$ cat config.mk
export PLATFORM = sky130hd
export DESIGN_NAME = tmr_obi_voter
export DESIGN_NICKNAME = d
export VERILOG_FILES = /design/src/rtl/tmr_obi_voter.sv
export SDC_FILE = /design/constraint.sdc
export NUM_CORES = 1
export LEC_CHECK = 0
export BUFFER_PORTS_ARGS = -buffer_cell sky130_fd_sc_hd__buf_2
export CAP_MARGIN = 30
export CORE_MARGIN = 1.5
export CORE_UTILIZATION = 32
export CTS_BUF_LIST = sky130_fd_sc_hd__clkbuf_4
export DETAILED_ROUTE_END_ITERATION = 8
export PLACE_DENSITY = 0.56
export REMOVE_ABC_BUFFERS = 1
export SYNTH_ARGS = -nofsm -noshare
export SYNTH_HDL_FRONTEND = slang
export SYNTH_SLANG_ARGS = --single-unit
$ cat constraint.sdc
create_clock -name clk_i -period 7.4 [get_ports clk_i]
set_input_delay 1.11 -clock clk_i [delete_from_list [all_inputs] [get_ports clk_i]]
set_output_delay 1.11 -clock clk_i [all_outputs]
set_load 0.01 [all_outputs]
$ cat src/rtl/tmr_obi_voter.sv
// rtl/tmr_obi_voter.sv - majority voter merging three lockstep OBI requests into one bus master
// Holds a stalled winner stable until grant and broadcasts the bus response to all harts.
package tmr_obi_pkg;
    typedef struct packed {
        logic        req;
        logic [31:0] addr;
        logic        we;
        logic [3:0]  be;
        logic [31:0] wdata;
    } obi_req_t;

    typedef struct packed {
        logic        gnt;
        logic        rvalid;
        logic [31:0] rdata;
    } obi_resp_t;

    typedef enum logic {
        S_IDLE = 1'b0,
        S_HOLD = 1'b1
    } vote_state_t;
endpackage

module tmr_obi_voter
    import tmr_obi_pkg::*;
#(
    parameter int unsigned MAX_OUTSTANDING = 2,
    parameter int unsigned ERR_CNT_W       = 16
) (
    input  logic                 clk_i,
    input  logic                 rst_i,
    input  obi_req_t [2:0]       core_req_i,
    output obi_resp_t [2:0]      core_resp_o,
    output obi_req_t             bus_req_o,
    input  obi_resp_t            bus_resp_i,
    input  logic                 clear_i,
    output logic [2:0]           mismatch_o,
    output logic                 fatal_o,
    output logic                 protocol_err_o,
    output logic [ERR_CNT_W-1:0] err_count_o
);

    localparam logic [2:0] MAX_CNT = 3'(MAX_OUTSTANDING);

    vote_state_t          r_state;
    vote_state_t          w_next_state;
    obi_req_t             r_hold;
    logic [2:0]           r_count;
    logic [2:0]           r_mismatch;
    logic                 r_fatal;
    logic                 r_protocol_err;
    logic [ERR_CNT_W-1:0] r_err_count;

    obi_req_t   w_canon [3];
    obi_req_t   w_winner;
    obi_req_t   w_bus_req;
    logic [2:0] w_deviant;
    logic       w_fatal;
    logic       w_capture;
    logic       w_issue;
    logic       w_err_event;
    logic       w_eq01, w_eq02, w_eq12;

    // Idle harts compare equal regardless of the garbage on their unused fields.
    always_comb begin
        for (int k = 0; k < 3; k++) begin
            w_canon[k] = core_req_i[k].req ? core_req_i[k] : '0;
        end
    end

    assign w_eq01 = (w_canon[0] == w_canon[1]);
    assign w_eq02 = (w_canon[0] == w_canon[2]);
    assign w_eq12 = (w_canon[1] == w_canon[2]);

    always_comb begin
        w_winner  = '0;
        w_deviant = 3'b000;
        w_fatal   = 1'b0;
        if (w_eq01 && w_eq02) begin
            w_winner = w_canon[0];
        end else if (w_eq01) begin
            w_winner  = w_canon[0];
            w_deviant = 3'b100;
        end else if (w_eq02) begin
            w_winner  = w_canon[0];
            w_deviant = 3'b010;
        end else if (w_eq12) begin
            w_winner  = w_canon[1];
            w_deviant = 3'b001;
        end else begin
            w_fatal = 1'b1;
        end
    end

    always_comb begin
        w_next_state = r_state;
        w_bus_req    = '0;
        w_capture    = 1'b0;
        case (r_state)
            S_IDLE: begin
                if (!w_fatal && (r_count < MAX_CNT)) begin
                    w_bus_req = w_winner;
                    if (w_winner.req && !bus_resp_i.gnt) begin
                        w_next_state = S_HOLD;
                        w_capture    = 1'b1;
                    end
                end
            end
            S_HOLD: begin
                w_bus_req     = r_hold;
                w_bus_req.req = 1'b1;
                if (bus_resp_i.gnt) begin
                    w_next_state = S_IDLE;
                end
            end
            default: w_next_state = S_IDLE;
        endcase
    end

    assign bus_req_o   = w_bus_req;
    assign w_issue     = w_bus_req.req & bus_resp_i.gnt;
    assign w_err_event = (|w_deviant) | w_fatal;

    always_comb begin
        for (int k = 0; k < 3; k++) begin
            core_resp_o[k].gnt    = w_issue;
            core_resp_o[k].rvalid = bus_resp_i.rvalid;
            core_resp_o[k].rdata  = bus_resp_i.rdata;
        end
    end

    always_ff @(posedge clk_i) begin
        if (rst_i) begin
            r_state <= S_IDLE;
            r_hold  <= '0;
            r_count <= 3'd0;
        end else begin
            r_state <= w_next_state;
            if (w_capture) begin
                r_hold <= w_winner;
            end
            case ({w_issue, bus_resp_i.rvalid})
                2'b10:   r_count <= r_count + 3'd1;
                2'b01:   if (r_count != 3'd0) r_count <= r_count - 3'd1;
                default: r_count <= r_count;
            endcase
        end
    end

    // A divergence seen in the clear cycle survives the clear.
    always_ff @(posedge clk_i) begin
        if (rst_i) begin
            r_mismatch     <= 3'b000;
            r_fatal        <= 1'b0;
            r_protocol_err <= 1'b0;
            r_err_count    <= '0;
        end else if (clear_i) begin
            r_mismatch     <= w_deviant;
            r_fatal        <= w_fatal;
            r_protocol_err <= bus_resp_i.rvalid && (r_count == 3'd0);
            r_err_count    <= w_err_event ? {{(ERR_CNT_W-1){1'b0}}, 1'b1} : '0;
        end else begin
            r_mismatch     <= r_mismatch | w_deviant;
            r_fatal        <= r_fatal | w_fatal;
            r_protocol_err <= r_protocol_err | (bus_resp_i.rvalid && (r_count == 3'd0));
            if (w_err_event && (r_err_count != '1)) begin
                r_err_count <= r_err_count + {{(ERR_CNT_W-1){1'b0}}, 1'b1};
            end
        end
    end

    assign mismatch_o     = r_mismatch;
    assign fatal_o        = r_fatal;
    assign protocol_err_o = r_protocol_err;
    assign err_count_o    = r_err_count;

endmodule

After elaboration in Yosys (flattened, before gate mapping)

Cells that the tools add are included.

Register bits after elaboration: 94
Output and inout bits: 193
Logic and storage cells: 70
Input port bits: 247

Equality and inequality tests: 7
Reductions and logical operators: 13
Order comparisons: 1
Add/subtract/negate cells: 3
Bitwise logic cells: 6
Mux-type cells: 30

Operator list:

| kind                                                        | number |
|---|---|
| 2-to-1 mux 70 bit                                           | 8 |
| equality test 70 bit                                        | 3 |
| case mux 70 bit (2 select lines)                            | 1 |
| 2-to-1 mux 16 bit                                           | 2 |
| adder 16 x 1 -> 16 bit (second input constant)              | 1 |
| != test 16 bit (second input constant)                      | 1 |
| 2-to-1 mux 1 bit                                            | 12 |
| 2-to-1 mux 3 bit                                            | 4 |
| case mux 3 bit (2 select lines)                             | 1 |
| logical AND 1 bit                                           | 5 |
| nonzero test 2 bit                                          | 2 |
| adder 3 x 1 -> 3 bit (second input constant)                | 1 |
| logical NOT 3 bit                                           | 1 |
| less-than comparator 3 x 2 -> 1 bit (second input constant) | 1 |
| OR 1 bit                                                    | 3 |
| OR 3 bit                                                    | 1 |
| nonzero test 3 bit                                          | 1 |
| OR reduction 3 bit                                          | 1 |
| subtractor 3 x 1 -> 3 bit (second input constant)           | 1 |
| equality test 2 x 1 -> 1 bit (second input constant)        | 1 |
| equality test 2 bit (second input constant)                 | 1 |
| logical NOT 1 bit                                           | 2 |
| 2-to-1 mux 2 bit                                            | 1 |
| != test 2 bit (second input constant)                       | 1 |
| 4 further kinds                                             | 4 |

Depth between registers and ports, before layout

Word-level depth: 14
Mapped depth: 19
Depth with buffers taken out: 15

Worst setup path after synthesis

Ideal clock, no wire load.

Path kind: input -> output
Start: input core_req_i[196] (netlist name)
End: output bus_req_o[59] (netlist name)
Required time: 6.290 ns
Slack: 2.481 ns
Arrival time: 3.809 ns
Path buffers: 3
Stages on the path: 11
Path through: nor2b_1 a2111oi_0 nand4_1 nor4_2 nand4_1 a2111oi_4 o31a_1 buf_2 clkbuf_1 buf_1 a22o_1

RTL lines:

| item        | RTL line | RTL |
|---|---|---|
| from (decl) | 32       | `input obi_req_t [2:0] core_req_i,` |
| to (decl)   | 34       | `output obi_req_t bus_req_o,` |

==> metrics.md <==
| Metric | Value |
|---|---|
| Status | `completed` |
| Largest net degree at the start of global routing | `73` |
| Synth-to-layout area growth | `13.4%` |
| Post-synthesis sequential area ratio | `20.1%` |
| GPL Wtd Cong | `approximately 1` |
| Sw frac | `40.1%` |
| Layout Utilization | `37.0%` |
| Area of the multi-input gates | `between 6000 and 7000 sq um` |
| Sequential group share of total power | `40.9%` |
| 1st-iter DRT viols | `1324` |
| Mapped cell area | `around 9400 sq um` |
| Root buf cell | `clkbuf_4` |
| CTS Buf Count | `9` |
| Critical path fanouts, max | `71` |
| Htree depth | `3` |
| Critical-path cell list | `buf_2 -> a21boi_1 -> a2111oi_0 -> nand4_1 -> o41ai_1 -> and4_1 -> nand4_1 -> nor4_4 -> buf_12 -> a22o_1 -> a22o_1 -> buf_2` |
| Tcrit/Tclk final | `approximately nine tenths` |
| Unrepaired setup endpoints after global routing | `false` |
| Core Area | `28800 sq um` |
| Wire per inst | `31.8 um` |
| Vias | `11990` |
| Period minus WS final | `6600 ps` |
| CTS clk-pin slew, worst paths | `between 150 and 200 ps` |
| Final Cell Area | `between 10000 and 15000 sq um` |
| Arrival time at the worst endpoint | `5490 ps` |
| Number of enable flip-flop cells after synthesis | `0` |
| # clock sinks | `94` |
| Die W | `174 um` |
| CTS tree | `built` |
| Post-CTS Hold Buffers | `0` |
| Sum Neg Setup Slack | `0 ps` |
| Setup crit start | `core_req_i[209]` |
| Main synth FF type | `dfxtp_1` |
| Total power | `about 1.3 mW` |
| Share of layout cells above drive strength 1 | `23.7%` |
| Post-route antenna net violation count | `0` |
| Yosys warns | `0` |
| CTS Buffer Depth | `2` |
| Max-cap viol count | `0` |
| Slew @ Worst Pin | `1080 ps` |
| Vias per inst | `6.34` |
| Synth top area share | `20.1%` |
| Cell Area, Placed | `10500 sq um` |
| Mean area per synthesized cell | `roughly 7 sq um` |
| CP max stage cell | `a2111oi_0` |
| Async set-reset flop share out of synthesis | `0%` |
| Starting Density | `32.6%` |
| HP Class | `flop to flop` |
| DPL Wire Length | `47800 um` |
| Netlist cell types | `65` |
| Max incr delay on CP | `840 ps` |
| Hold_sp | `r_hold[51]` |
| FF/Latch Area | `1880 sq um` |
| Yosys reg bits | `94` |
| VDD IR max | `0.0806 mV` |
| Cells after Synth | `1342` |
| P_sw | `0.503 mW` |
| Cell-internal power | `0.752 mW` |
| Fillers | `3183` |
| Final nets | `1750` |
| Area leader, netlist | `dfxtp_1` |
| Port bufs | `approximately 310` |
| Total gr overflow | `0` |
| Max Clock Skew | `17.7 ps` |
| Post-CTS Setup Inserts | `0` |
| Crit end category | `output port` |
| Clk pwr share | `26.3%` |
| Combinational Power Share | `32.9%` |
| Die area | `between 30000 and 40000 sq um` |
| Height of the chip | `174 um` |
| Clock latency on the worst-skew pair | `520 ps` |
| Power Density | `between 100 and 150 nW/um^2` |
| LEAKAGE | `around 4.5 nW` |
| Final wirelength | `60200 um` |
| Drt pass-1 iters | `5` |
| Max Clock Freq | `152 MHz` |
| Initial antenna violation count | `2` |
| Setup crit start kind | `input port` |
| Hold Fails Final Rpt | `0` |
| Max-Slew Margin vs Limit | `27.0%` |
| Worst r2r src | `err_count_o[4]` |
| Number of global-route vias before repair | `10893` |
| Boundary pin count | `440` |
| WS Path Type | `input port to output port` |
| Crit path required time | `6290 ps` |
| First-pass GRT wire length | `82900 um` |
| Max-slew violations | `0` |
| Row cnt | `62` |
| DRC | `0` |
| All-Layer GR Usage | `a little under two fifths` |
| # resized after CTS | `0` |
| # setup viols final | `0` |
| Synth area leaders | `dfxtp_1 20%, a22o_1 14%, nand2_1 9.6%` |
-- Yosys cell counts (3+ instances only) --
master       n
xor2_1       3
dfxtp_1     94
mux2i_1      3
o2111ai_1    6
nor4bb_1    17
o22ai_1     36
clkbuf_1    49
a2bb2oi_1    5
nor2b_1     25
a22o_1     151
nand4_1     26
buf_4      107
nor3_1      13
a2111oi_0   11
nand2b_1     5
nor4_1      25
a21boi_1     3
and4_1       3
inv_1      106
o2bb2ai_1    4
or4_1        3
buf_2       18
or3_1        9
xnor2_1     30
a222oi_1     3
nand2_1    239
a221oi_1    21
o21ai_0     73
inv_2        4
nand3_1      9
a22oi_1     49
o41ai_1      4
a21oi_1     93
a31oi_1     23
and3_1       3
a41oi_1      3
a221o_1      3
nor2_1      32
-- state kept, by name, indices dropped and copies added (netlist names) --
signal          cells
mismatch_o          3
r_state             1
err_count_o        16
r_hold             69
fatal_o             1
r_count             3
protocol_err_o      1
-- path summary, 6_finish.rpt --
kind	to	slack, ps	cells past startpoint
max reg2reg	err_count_o[9]	4770	10
max	bus_req_o[25]	800	12
min	r_hold[51]	470	2
min reg2reg	r_hold[51]	470	2
-- critical path, delay by kind of cell --
kind | cells | cell delay (ps)
buffers and inverters | 3 | 990
AO/OA/AOI/OAI | 5 | 2110
AND/OR/NAND/NOR | 4 | 1170
-- layout by cell type, fill, tap and decap left out, types with 9 or more instances in the layout --
cell	Yosys	final
buf_2	18	311
nand2_1	239	239
a22o_1	151	151
inv_1	106	106
a21oi_1	93	93
dfxtp_1	94	93
o21ai_0	73	73
a22oi_1	49	49
o22ai_1	36	36
nor2_1	32	32
xnor2_1	30	30
nand4_1	26	26
nor2b_1	25	25
nor4_1	25	25
a31oi_1	23	23
a221oi_1	21	21
nor4bb_1	17	17
nor3_1	13	13
a2111oi_0	11	11
clkbuf_4	0	11
or3_1	9	9
buf_4	107	9
-- routing by layer --
layer  global-route usage [%]  vias up  wire length (um)
met3                     15.1      138              7690
met1                     48.0     5779             24200
li1                         -     5183                 -
met2                     56.2      886             25200
met5                     3.85        -               129
met4                     17.2        4              2990
-- power by group through the flow --
| stage | Combinational, mW | Clock (mW) | Sequential, mW |
|---|---|---|---|
| 6_report | 0.412 | 0.329 | 0.513 |
| 5_1_grt | 0.427 | 0.358 | 0.513 |
| 4_1_cts | 0.397 | 0.339 | 0.513 |
| 3_5_place_dp | 0.395 | 0 | 0.523 |
| 3_3_place_gp | 0.400 | 0 | 0.523 |
| 2_1_floorplan | 0.137 | 0 | 0.523 |
-- area by class of cell --
type | instances | share of cell area [%]
Clock buffer | 11 | 0.776
Antenna cell | 2 | 0.0470
Timing Repair Buffer | 325 | 16.0
Multi-Input combinational cell | 961 | 56.4
Inverter | 110 | 3.88
Clock inverter | 5 | 0.611
Tap cell | 384 | 4.51
Sequential cell | 94 | 17.7
-- logic make-up after synthesis --
logic type	count (synthesis)	synth area share (%)
DFF	94	20.1
xor gates and xnor gates	33	3.08
buffers and inverters	287	16.1
adders and majority gates	2	0.347
and+or+nand+nor	417	21.4
muxes	3	0.320
AOI/OAI and AO/OA	506	38.7
-- through the flow --
step | instances | setup slack, ps | hold slack [ps]
6_report | 1892 | 803 | 467
5_1_grt | 1892 | 569 | 484
4_1_cts | 1890 | 886 | 466
3_5_place_dp | 1874 | 886 | 447
3_3_place_gp | 1873 | 742 | 442
2_1_floorplan | 1165 | 1190 | 431
Note: power is estimated with default switching activity, not from simulation.
